[config.mk]
export PLATFORM = sky130hd
export DESIGN_NAME = serial_subtractor_flat
export DESIGN_NICKNAME = d
export VERILOG_FILES = /design/src/rtl/serial_subtractor_if.sv /design/src/rtl/serial_subtractor.sv /design/src/flat_wrapper.sv
export SDC_FILE = /design/constraint.sdc
export NUM_CORES = 1
export LEC_CHECK = 0
export BUFFER_PORTS_ARGS = -buffer_cell sky130_fd_sc_hd__buf_2
export CAP_MARGIN = 10
export CORE_MARGIN = 2
export CORE_UTILIZATION = 46
export CTS_CLUSTER_SIZE = 10
export DETAILED_ROUTE_END_ITERATION = 10
export PLACE_DENSITY = 0.72
export SLEW_MARGIN = 20
export SYNTH_ARGS = -nofsm -noshare
export SYNTH_HDL_FRONTEND = slang
export SYNTH_SLANG_ARGS = --single-unit
[constraint.sdc]
create_clock -name clk -period 1.4 [get_ports clk]
set_clock_uncertainty 0.1 [all_clocks]
set_input_delay 0.14 -clock clk [delete_from_list [all_inputs] [get_ports clk]]
set_output_delay 0.14 -clock clk [all_outputs]
set_load 0.1 [all_outputs]
[src/rtl/serial_subtractor_if.sv]
// Handshake and data bundle for the bit-serial subtractor.
// Valid/ready rules for both channels: a transfer happens on a rising clock
// edge where valid and ready are both high. The producer keeps valid and its
// data stable until that edge. Ready never depends combinationally on valid.
interface serial_subtractor_if #(
  parameter int N = 4
);
  logic         in_valid;
  logic         in_ready;
  logic [N-1:0] a;
  logic [N-1:0] b;
  logic         bin;
  logic         out_valid;
  logic         out_ready;
  logic [N-1:0] diff;
  logic         bout;

  // Operand producer and result consumer (testbench or upstream logic)
  modport master (
    output in_valid, a, b, bin, out_ready,
    input  in_ready, out_valid, diff, bout
  );

  // The subtractor itself
  modport slave (
    input  in_valid, a, b, bin, out_ready,
    output in_ready, out_valid, diff, bout
  );
endinterface

[src/rtl/serial_subtractor.sv]
// Bit-serial unsigned subtractor: a - b - bin, one bit per clock, LSB first.
// A single full-subtractor cell and a borrow flop do all the arithmetic.
// Only one operation is in flight: IDLE accepts, RUN takes N cycles, and DONE
// presents the result until it is popped.
module serial_subtractor #(
  parameter int N = 4
) (
  input  logic                 clk,
  input  logic                 rst_n,
  serial_subtractor_if.slave   bus,
  output logic [1:0]           o_state
);

  localparam int CW = (N > 1) ? $clog2(N) : 1;

  typedef enum logic [1:0] {
    S_IDLE = 2'd0,
    S_RUN  = 2'd1,
    S_DONE = 2'd2
  } state_t;

  state_t         r_state;
  state_t         w_state_nxt;
  logic [N-1:0]   r_a_sr;
  logic [N-1:0]   r_b_sr;
  logic [N-1:0]   r_d_sr;
  logic [N-1:0]   r_diff;
  logic           r_brw;
  logic           r_bout;
  logic [CW-1:0]  r_cnt;

  logic           w_accept;
  logic           w_last;
  logic           w_d;
  logic           w_brw_nxt;
  logic [N-1:0]   w_d_sr_nxt;

  // Full-subtractor cell on the current LSBs and the running borrow
  assign w_d       = r_a_sr[0] ^ r_b_sr[0] ^ r_brw;
  assign w_brw_nxt = (~r_a_sr[0] & r_b_sr[0]) | (~(r_a_sr[0] ^ r_b_sr[0]) & r_brw);

  // Result bits enter at the MSB so that after N cycles bit 0 sits at the LSB
  generate
    if (N == 1) begin : g_d_one
      assign w_d_sr_nxt = w_d;
    end else begin : g_d_many
      assign w_d_sr_nxt = {w_d, r_d_sr[N-1:1]};
    end
  endgenerate

  assign w_accept = (r_state == S_IDLE) && bus.in_valid;
  assign w_last   = (r_cnt == CW'(N - 1));

  // Handshake outputs come straight from the registered state
  assign bus.in_ready  = (r_state == S_IDLE);
  assign bus.out_valid = (r_state == S_DONE);
  assign bus.diff      = r_diff;
  assign bus.bout      = r_bout;
  assign o_state       = r_state;

  // State register
  always_ff @(posedge clk or negedge rst_n) begin
    if (!rst_n) r_state <= S_IDLE;
    else        r_state <= w_state_nxt;
  end

  // Next-state decode: accept in IDLE, leave RUN on the last bit, pop in DONE
  always_comb begin
    w_state_nxt = r_state;
    case (r_state)
      S_IDLE:  if (bus.in_valid) w_state_nxt = S_RUN;
      S_RUN:   if (w_last)       w_state_nxt = S_DONE;
      S_DONE:  if (bus.out_ready) w_state_nxt = S_IDLE;
      default: w_state_nxt = S_IDLE;
    endcase
  end

  // Datapath: load operands on accept, shift one bit per RUN cycle,
  // and capture the finished result on the RUN->DONE edge
  always_ff @(posedge clk or negedge rst_n) begin
    if (!rst_n) begin
      r_a_sr <= '0;
      r_b_sr <= '0;
      r_d_sr <= '0;
      r_brw  <= 1'b0;
      r_cnt  <= '0;
      r_diff <= '0;
      r_bout <= 1'b0;
    end else if (w_accept) begin
      r_a_sr <= bus.a;
      r_b_sr <= bus.b;
      r_brw  <= bus.bin;
      r_cnt  <= '0;
    end else if (r_state == S_RUN) begin
      r_a_sr <= r_a_sr >> 1;
      r_b_sr <= r_b_sr >> 1;
      r_d_sr <= w_d_sr_nxt;
      r_brw  <= w_brw_nxt;
      r_cnt  <= w_last ? '0 : r_cnt + CW'(1);
      if (w_last) begin
        r_diff <= w_d_sr_nxt;
        r_bout <= w_brw_nxt;
      end
    end
  end

endmodule

[src/flat_wrapper.sv]
// flat-port wrapper written by rule: the top's interface ports become plain ports
module serial_subtractor_flat 
#(
  parameter int N = 4
)
  (clk, rst_n, o_state, bus_in_valid, bus_a, bus_b, bus_bin, bus_out_ready, bus_in_ready, bus_out_valid, bus_diff, bus_bout);
  serial_subtractor_if #(.N(N)) bus_i ();
  input  logic clk;
  input  logic rst_n;
  output logic [1:0] o_state;
  input wire logic [$bits(bus_i.in_valid)-1:0] bus_in_valid;
  input wire logic [$bits(bus_i.a)-1:0] bus_a;
  input wire logic [$bits(bus_i.b)-1:0] bus_b;
  input wire logic [$bits(bus_i.bin)-1:0] bus_bin;
  input wire logic [$bits(bus_i.out_ready)-1:0] bus_out_ready;
  output wire logic [$bits(bus_i.in_ready)-1:0] bus_in_ready;
  output wire logic [$bits(bus_i.out_valid)-1:0] bus_out_valid;
  output wire logic [$bits(bus_i.diff)-1:0] bus_diff;
  output wire logic [$bits(bus_i.bout)-1:0] bus_bout;
  assign bus_i.in_valid = bus_in_valid;
  assign bus_i.a = bus_a;
  assign bus_i.b = bus_b;
  assign bus_i.bin = bus_bin;
  assign bus_i.out_ready = bus_out_ready;
  assign bus_in_ready = bus_i.in_ready;
  assign bus_out_valid = bus_i.out_valid;
  assign bus_diff = bus_i.diff;
  assign bus_bout = bus_i.bout;
  serial_subtractor #(.N(N)) u_core (.clk(clk), .rst_n(rst_n), .bus(bus_i), .o_state(o_state));
endmodule
==> results.md, run 1 <==
* CTS root buf: clkbuf_4
* Synth Instances at 87
* DR DRC count at 0
* R2R Setup Slk at -50 ps
* Worst Setup SP: u_core.o_state[1]
* Min cycle time layout at 1509 ps
* Syn_area_per_cell at 11.02 µm²
* Syn_nets at about 100
* H-tree Lvls at 1
* R2R cell count at 3
* GRT Util Overall at 0.1938
* Most common cell after layout, fill and taps aside: dfrtp_1
* Max Root-Sink Buffers at 2
* Max-cap viol count at 0
* Placed instance area at between 1000 and 1500 µm²
* Worst Path Max Fanout at 6
* Outcome: finished, violations left
* Nets at roughly 140
* Routed WL at between 2 and 2.5 mm
* Number of global-route vias before repair at between 800 and 900
* Worst r2r src: u_core.r_b_sr[0]
* Io pins at 22
* Worst Setup End Kind: output pin
* Crit path to: bus_in_ready
* Via count at 826
* Post-Place Worst Slack at ~12 ps
* Worst R2R End: u_core.r_brw
* Antenna violations before repair at 0
* F_max at between 600 and 700 MHz
* Finished Layout Cells at roughly 160
* Starting Density at 0.4885
* Final hold violation count at 0
* Unique masters post-synth at 20
* First-pass GRT wire length at 3.636 mm
* Tcrit/Tclk final at 1.078
* Post-route setup slack at -108.9 ps
* Share of cells above drive strength 1 at 0.4531
* Detailed Place HPWL at ~1.4 mm
* P&R area growth vs syn at 45.82%
* Num CTS Buffers at 3
* Violated checks: negative setup slack
* Number of cell rows at 16
* Hold Crit Class: in -> reg
* PortBufs at 21
* Most frequent cells in the layout: dfrtp_1, buf_2, nand2_1
* Setup violators final at 7
* Post-DRT Antenna Nets at 0
* Vias per inst at 5.329
* Clock-pin slew on the worst setup and hold paths at 120 ps
* Post-synthesis sequential area ratio at 0.5483
* Grt total ovfl at 0
* CP required at approximately 1200 ps
* Netlist Area Pre-Place at 958.4 µm²
* Final instance area at roughly 1400 µm²
* # diodes at 0
* Core area at a little under 2000 µm²
* Largest net degree at the start of global routing at 22
* Die area at approximately 2500 µm²
* Placed Cells incl. Taps at approximately 140
* Die Ht at 49.65 µm
* Skew-Pair Late Insertion Delay at about 300 ps
* Detailed Routing Iterations Pass 1 at 4
* Slew @ Worst Pin at about 480 ps
* Slew headroom at 0.6833
* FF+latch count, synth at 21
* TritonCTS clock tree: yes
* Max-slew violation count at 0
* Crit start category: register
* Die width at about 50 µm
* Syn. warnings at 0
* Clk sinks at 21
* Crit path kind: reg -> out
* Worst EP arrival at between 1000 and 1500 ps
* Drt initial violations at 15
* Avg WL per Cell at approximately 15 µm
* Routability congestion estimate at 0.8305
* RSZ-0062 raised after global routing: true
* Hold Path Stages at 3
-- per-stage QoR --
step	TNS [ps]	hold WS [ps]	utilization
2_1_floorplan	-631.1	-255.6	-
3_3_place_gp	0	13.98	0.6020
3_5_place_dp	0	24.39	0.6020
4_1_cts	-372.2	1.000	0.6665
5_1_grt	-659.4	24.39	0.7124
6_report	-322.7	27.57	0.7124
-- per-layer routing --
metal,share of wire,vias to the layer above,GRT usage
li1,-,399,-
met1,0.44,406,0.2574
met2,0.52,19,0.3111
met3,0.029,2,0.03030
met4,0.0056,0,0.08796
met5,0,-,0
-- worst min path at each step --
| stage | start | end | slack [ps] |
|---|---|---|---|
| floorplan | rst_n | u_core.bus.bout | -260 |
| global placement | rst_n | u_core.r_cnt[0] | 10 |
| detailed placement | rst_n | u_core.o_state[1] | 20 |
| CTS | bus_b[3] | u_core.r_b_sr[3] | 1 |
| global route | bus_a[1] | u_core.r_a_sr[1] | 20 |
| finish | bus_b[2] | u_core.r_b_sr[2] | 30 |
-- kinds of logic after synthesis --
group                      share of synthesized area
AOI/OAI and AO/OA                             0.1815
and+or+nand+nor                               0.1292
DFF                                           0.5483
buffers and inverters                        0.04439
muxes                                        0.06267
adders and majority gates                    0.03394
-- cell usage after synthesis, drive strengths merged --
| master | instances | area share |
|---|---|---|
| fa | 1 | 0.021 |
| or3 | 1 | 0.0065 |
| o22ai | 10 | 0.065 |
| nand2 | 13 | 0.051 |
| nor2 | 4 | 0.016 |
| nor2b | 1 | 0.0091 |
| a2bb2oi | 2 | 0.018 |
| nand3b | 1 | 0.021 |
| nand2b | 4 | 0.026 |
| a221oi | 1 | 0.0091 |
| o21ai | 6 | 0.031 |
| dfrtp | 21 | 0.55 |
| buf | 3 | 0.025 |
| inv | 5 | 0.020 |
| a21oi | 5 | 0.026 |
| ha | 1 | 0.013 |
| mux2 | 4 | 0.063 |
| o31ai | 4 | 0.031 |
-- critical path, cell delays in order (launching register included) --
cell     delay, ps
dfrtp_4        540
buf_6          150
nor2_4          90
buf_12         180
-- state kept, by name, indices dropped and copies added (netlist names) --
register	cells
u_core.bus.bout	1
u_core.r_b_sr	4
u_core.r_d_sr	3
u_core.bus.diff	4
u_core.r_a_sr	4
u_core.r_brw	1
u_core.r_cnt	2
u_core.o_state	2
-- final cells by class --
class                      count  area [µm²]
clock buffer                   3       22.52
clock inverter                 1       5.005
fill                         151       564.3
inverter                       5       26.28
multi-input combinational     58       435.4
sequential                    21       533.0
tap                           27       33.78
timing repair buffer          40       341.6
-- timing repair --
| action | 4_1_cts | 5_1_grt |
|---|---|---|
| cloned | 0 | 0 |
| pin swaps | 1 | 3 |
| buffers inserted | 6 | 6 |
| endpoints found under the hold margin | 23 | 1 |
| gates resized for setup | 3 | 9 |
| hold buffers | 3 | 1 |
| endpoints found under the setup margin | 5 | 13 |
Power of run 1 is left out: the tool's default activity adds up to more than one toggle a clock period on the data nets, which glitch-free logic cannot reach.
==> inputs of run 2 (changes only) <==
--- a/config.mk
+++ b/config.mk
@@ -12,6 +12,7 @@
 export CTS_CLUSTER_SIZE = 10
 export DETAILED_ROUTE_END_ITERATION = 10
 export PLACE_DENSITY = 0.72
+export REMOVE_ABC_BUFFERS = 1
 export SLEW_MARGIN = 20
 export SYNTH_ARGS = -nofsm -noshare
 export SYNTH_HDL_FRONTEND = slang
==> results.md, run 2 (same netlist as run 1, synthesis figures left out) <==
* Outcome: finished, violations left
* Violated checks: negative setup slack
* Num CTS Buffers at 3 (unchanged)
* Worst Path Max Fanout at 5 (-1)
* Die width at 49.65 µm (unchanged)
* Starting Density at 0.4885 (unchanged)
* Grt total ovfl at 0 (unchanged)
* Max-slew violation count at 0 (unchanged)
* DR DRC count at 0 (unchanged)
* CTS root buf: clkbuf_4
* Core area at 1962 µm² (unchanged)
* Setup violators final at 4 (-3)
* Via count at 840 (+1.7%)
* Detailed Routing Iterations Pass 1 at 4 (unchanged)
* Post-DRT Antenna Nets at 0 (unchanged)
* Placed instance area at 1179 µm² (-0.21%)
* Tcrit/Tclk final at 1.027 (-0.05071)
* H-tree Lvls at 1 (unchanged)
* Share of cells above drive strength 1 at 0.4656 (+0.01252)
* Final instance area at 1404 µm² (+0.45%)
* Die Ht at 49.65 µm (unchanged)
* Largest net degree at the start of global routing at 22 (unchanged)
* Slew headroom at 0.6794 (-0.003894)
* Post-route setup slack at -37.95 ps (+71.00 ps)
* Final hold violation count at 0 (unchanged)
* Hold WS at 23.40 ps (-4.174 ps)
* Slew @ Worst Pin at 484.2 ps (+9.172 ps)
* # fillers at 153 (+1.3%)
* Avg WL per Cell at 14.35 µm (-3.3%)
* Drt initial violations at 19 (+4)
* Crit start category: register
* Clk sinks at 21 (unchanged)
* CP required at 1160 ps (about the same)
* Antenna violations before repair at 0 (unchanged)
* Max Root-Sink Buffers at 2 (unchanged)
* First-pass GRT wire length at 3.850 mm (+5.9%)
* Clock-pin slew on the worst setup and hold paths at 120 ps (about the same)
* Number of global-route vias before repair at 847 (+4.4%)
* Most frequent cells in the layout: dfrtp_1, buf_2, buf_4
* Skew-Pair Late Insertion Delay at 310 ps (about the same)
* Vias per inst at 5.316 (-0.24%)
* RSZ-0062 raised after global routing: true
* F_max at 695.4 MHz (+4.9%)
* GRT Util Overall at 0.2045 (+0.01075)
* Number of cell rows at 16 (unchanged)
* Die area at 2465 µm² (unchanged)
* TritonCTS clock tree: yes
* # diodes at 0 (unchanged)
* Routed WL at 2.268 mm (-1.5%)
* Post-Place Worst Slack at 28.59 ps (+16.45 ps)
* Crit path kind: reg -> out
* Most common cell after layout, fill and taps aside: dfrtp_1
* Routability congestion estimate at 0.8025 (-3.4%)
* Worst Setup End Kind: output pin
* Worst EP arrival at 1200 ps (-70 ps)
* Nets at 147 (+2.1%)
* Hold Crit Class: in -> reg
* PortBufs at 21 (unchanged)
* Io pins at 22 (unchanged)
* Detailed Place HPWL at 1.459 mm (+3.5%)
* Min cycle time layout at 1438 ps (-71.00 ps)
* Max-cap viol count at 0 (unchanged)
* P&R area growth vs syn at 46.48%
==> run 2: stage by stage <==
step / TNS (ps) / utilization / cells
2_1_floorplan: -12520 / - / 84
3_3_place_gp: 0 / 0.6008 / 138
3_5_place_dp: 0 / 0.6008 / 138
4_1_cts: -212.3 / 0.6805 / 153
5_1_grt: -342.9 / 0.7156 / 158
6_report: -127.5 / 0.7156 / 158
==> run 2: metal layers <==
metal,wire [µm],vias up,global-route usage
met5,0,-,0
met1,947,402,0.2505
met2,1145,34,0.3422
met3,143,4,0.04242
met4,31,0,0.09722
li1,-,400,-
==> run 2: final timing paths <==
| kind | slack (ps) | cells after the start | start | endpoint |
|---|---|---|---|---|
| worst max-delay path | -40 | 3 | u_core.o_state[0] | o_state[0] |
| worst min-delay path | 20 | 3 | bus_a[0] | u_core.r_a_sr[0] |
| worst max register to register | 10 | 4 | u_core.o_state[0] | u_core.r_brw |
| worst min register to register | 400 | 2 | u_core.r_d_sr[1] | u_core.r_d_sr[1] |
| max in group asynchronous | 670 | 2 | rst_n | u_core.o_state[1] |
| min in group asynchronous | 200 | 2 | rst_n | u_core.bus.bout |
==> run 2: repair_timing <==
item / in CTS / in global routing
setup buffers: 7 / 5
endpoints found under the setup margin: 3 / 12
pin swaps: 1 / 2
hold endpoints to repair: 24 / 0
gates resized for setup: 8 / 11
hold buffers: 4 / 0
==> run 2: critical path: stages (launching register included) <==
cell and delay (ps):
dfrtp_2 470, buf_6 150, buf_12 120, buf_12 150
==> run 2: cell type report <==
type,instances,area (µm²),area share
clock buffer,3,22.52,0.01604
timing repair buffer,43,366.6,0.2611
tap,27,33.78,0.02406
sequential,21,528.0,0.3761
inverter,5,21.27,0.01515
multi-input combinational,58,426.7,0.3039
clock inverter,1,5.005,0.003565
Power of run 2 is left out for the same reason.
==> inputs of run 3 (changes only) <==
--- a/config.mk
+++ b/config.mk
@@ -7,11 +7,13 @@
 export LEC_CHECK = 0
 export BUFFER_PORTS_ARGS = -buffer_cell sky130_fd_sc_hd__buf_2
 export CAP_MARGIN = 10
+export CELL_PAD_IN_SITES_DETAIL_PLACEMENT = 0
+export CELL_PAD_IN_SITES_GLOBAL_PLACEMENT = 1
 export CORE_MARGIN = 2
-export CORE_UTILIZATION = 46
+export CORE_UTILIZATION = 36
 export CTS_CLUSTER_SIZE = 10
 export DETAILED_ROUTE_END_ITERATION = 10
-export PLACE_DENSITY = 0.72
+export PLACE_DENSITY_LB_ADDON = 0.1
 export REMOVE_ABC_BUFFERS = 1
 export SLEW_MARGIN = 20
 export SYNTH_ARGS = -nofsm -noshare
==> results.md, run 3 (same netlist as run 1, synthesis figures left out) <==
* P&R area growth vs syn at 44.91%
* Hold WS at 38.33 ps (+14.93 ps)
* TritonCTS clock tree: yes
* Worst EP arrival at 1500 ps (+300 ps)
* Num CTS Buffers at 3 (unchanged)
* Post-DRT Antenna Nets at 0 (unchanged)
* GRT Util Overall at 0.1461 (-0.05844)
* Footprint of the multi-input gates at 426.7 µm² (unchanged)
* Crit start category: register
* Violated checks: negative setup slack
* Number of global-route vias before repair at 777 (-8.3%)
* WP buf/inv at 1 (-2)
* Clock-pin slew on the worst setup and hold paths at 110 ps (about the same)
* Io pins at 22 (unchanged)
* Number of cell rows at 18 (+2)
* Max-slew violation count at 0 (unchanged)
* CTS root buf: clkbuf_4
* Worst Setup SP: u_core.r_brw
* Slowest-stage cell, CP: fa_1
* Slew headroom at 0.6829 (+0.003456)
* Final instance area at 1389 µm² (-1.1%)
* H-tree Lvls at 1 (unchanged)
* Max Root-Sink Buffers at 2 (unchanged)
* Hold_sp: bus_a[1]
* Via count at 803 (-4.4%)
* Core area at 2500 µm² (+27%)
* Final hold violation count at 0 (unchanged)
* Nets at 146 (-0.68%)
* Share of cells above drive strength 1 at 0.4308 (-0.03488)
* First-pass GRT wire length at 3.608 mm (-6.3%)
* Routed WL at 2.129 mm (-6.1%)
* Crit path kind: reg -> reg
* Post-route setup slack at -9.623 ps (+28.32 ps)
* Worst Setup End Kind: register
* Avg WL per Cell at 13.31 µm (-7.3%)
* Detailed Routing Iterations Pass 1 at 4 (unchanged)
* CP required at 1490 ps (+330 ps)
* Drt initial violations at 8 (-11)
* Placed instance area at 1220 µm² (+3.5%)
* Grt total ovfl at 0 (unchanged)
* Die Ht at 55.60 µm (+12%)
* Tcrit/Tclk final at 1.007 (-0.02023)
* Routability congestion estimate at 0.7177 (-11%)
* Max incr delay on CP at 480 ps (about the same)
* PortBufs at 21 (unchanged)
* Largest net degree at the start of global routing at 22 (unchanged)
* Crit path cell chain: inv_2 > fa_1 > mux2_4
* Worst Path Max Fanout at 2 (-3)
* Setup violators final at 2 (-2)
* Die area at 3091 µm² (+25%)
* Detailed Place HPWL at 1.531 mm (+5.0%)
* Most frequent cells in the layout: dfrtp_1, buf_2, nand2_1
* Clk sinks at 21 (unchanged)
* # fillers at 227 (+48%)
* Outcome: finished, violations left
* Most common cell after layout, fill and taps aside: dfrtp_1
* Worst r2r src: u_core.r_brw
* Vias per inst at 5.019 (-5.6%)
* Max-cap viol count at 0 (unchanged)
* Min cycle time layout at 1410 ps (-28.32 ps)
* Hold Crit Class: in -> reg
* Cell family with most CP delay: adder cells
* RSZ-0062 raised after global routing: true
* Antenna violations before repair at 0 (unchanged)
* Skew-Pair Late Insertion Delay at 290 ps (-20 ps)
* # diodes at 0 (unchanged)
* Starting Density at 0.3834 (-0.1051)
* Die width at 55.60 µm (+12%)
* F_max at 709.4 MHz (+2.0%)
* Slew @ Worst Pin at 475.7 ps (-8.514 ps)
* Final Core Density at 0.5556 (-0.1600)
* DR DRC count at 0 (unchanged)
* Register area at 528.0 µm² (unchanged)
* Setup TNS at -17.49 ps (+110.0 ps)
==> run 3: worst register-to-register path: stages (launching register included) <==
cell and delay, ps:
dfrtp_1 390, inv_2 60, fa_1 480, mux2_4 270
==> run 3: timing repair <==
action,in CTS,in global routing
hold buffers,4,0
endpoints found under the setup margin,4,9
buffers inserted,5,1
pin swaps,2,3
resized for setup,11,7
endpoints found under the hold margin,24,0
==> run 3: worst paths after layout <==
path,end,slack [ps],depth (start not counted)
worst max-delay path,u_core.bus.diff[3],-10,3
worst min-delay path,u_core.r_a_sr[1],40,3
worst max register to register,u_core.bus.diff[3],-10,3
worst min register to register,u_core.bus.bout,400,2
max in group asynchronous,u_core.o_state[0],630,2
min in group asynchronous,u_core.bus.diff[0],220,2
==> run 3: layout make-up <==
type,instances,share of cell area
Inverter,5,0.01351
Timing Repair Buffer,42,0.2532
Multi-Input combinational cell,58,0.3072
Sequential cell,21,0.3802
Tap cell,30,0.02703
Clock buffer,4,0.01892
==> run 3: through the flow <==
step           instances  worst slack, ps
6_report             160           -9.623
2_1_floorplan         84            -1537
3_3_place_gp         146            45.23
4_1_cts              159           -25.37
5_1_grt              160           -59.97
3_5_place_dp         146            27.24
==> run 3: metal layers <==
metal / vias up / share of wire / track usage / wire (µm)
met3: 2 / 0.039 / 0.03488 / 83
met1: 390 / 0.46 / 0.1920 / 983
met4: 0 / 0.0061 / 0.04181 / 13
li1: 397 / - / - / -
met5: - / 0 / 0 / 0
met2: 14 / 0.49 / 0.2398 / 1048
Power of run 3 is left out for the same reason.
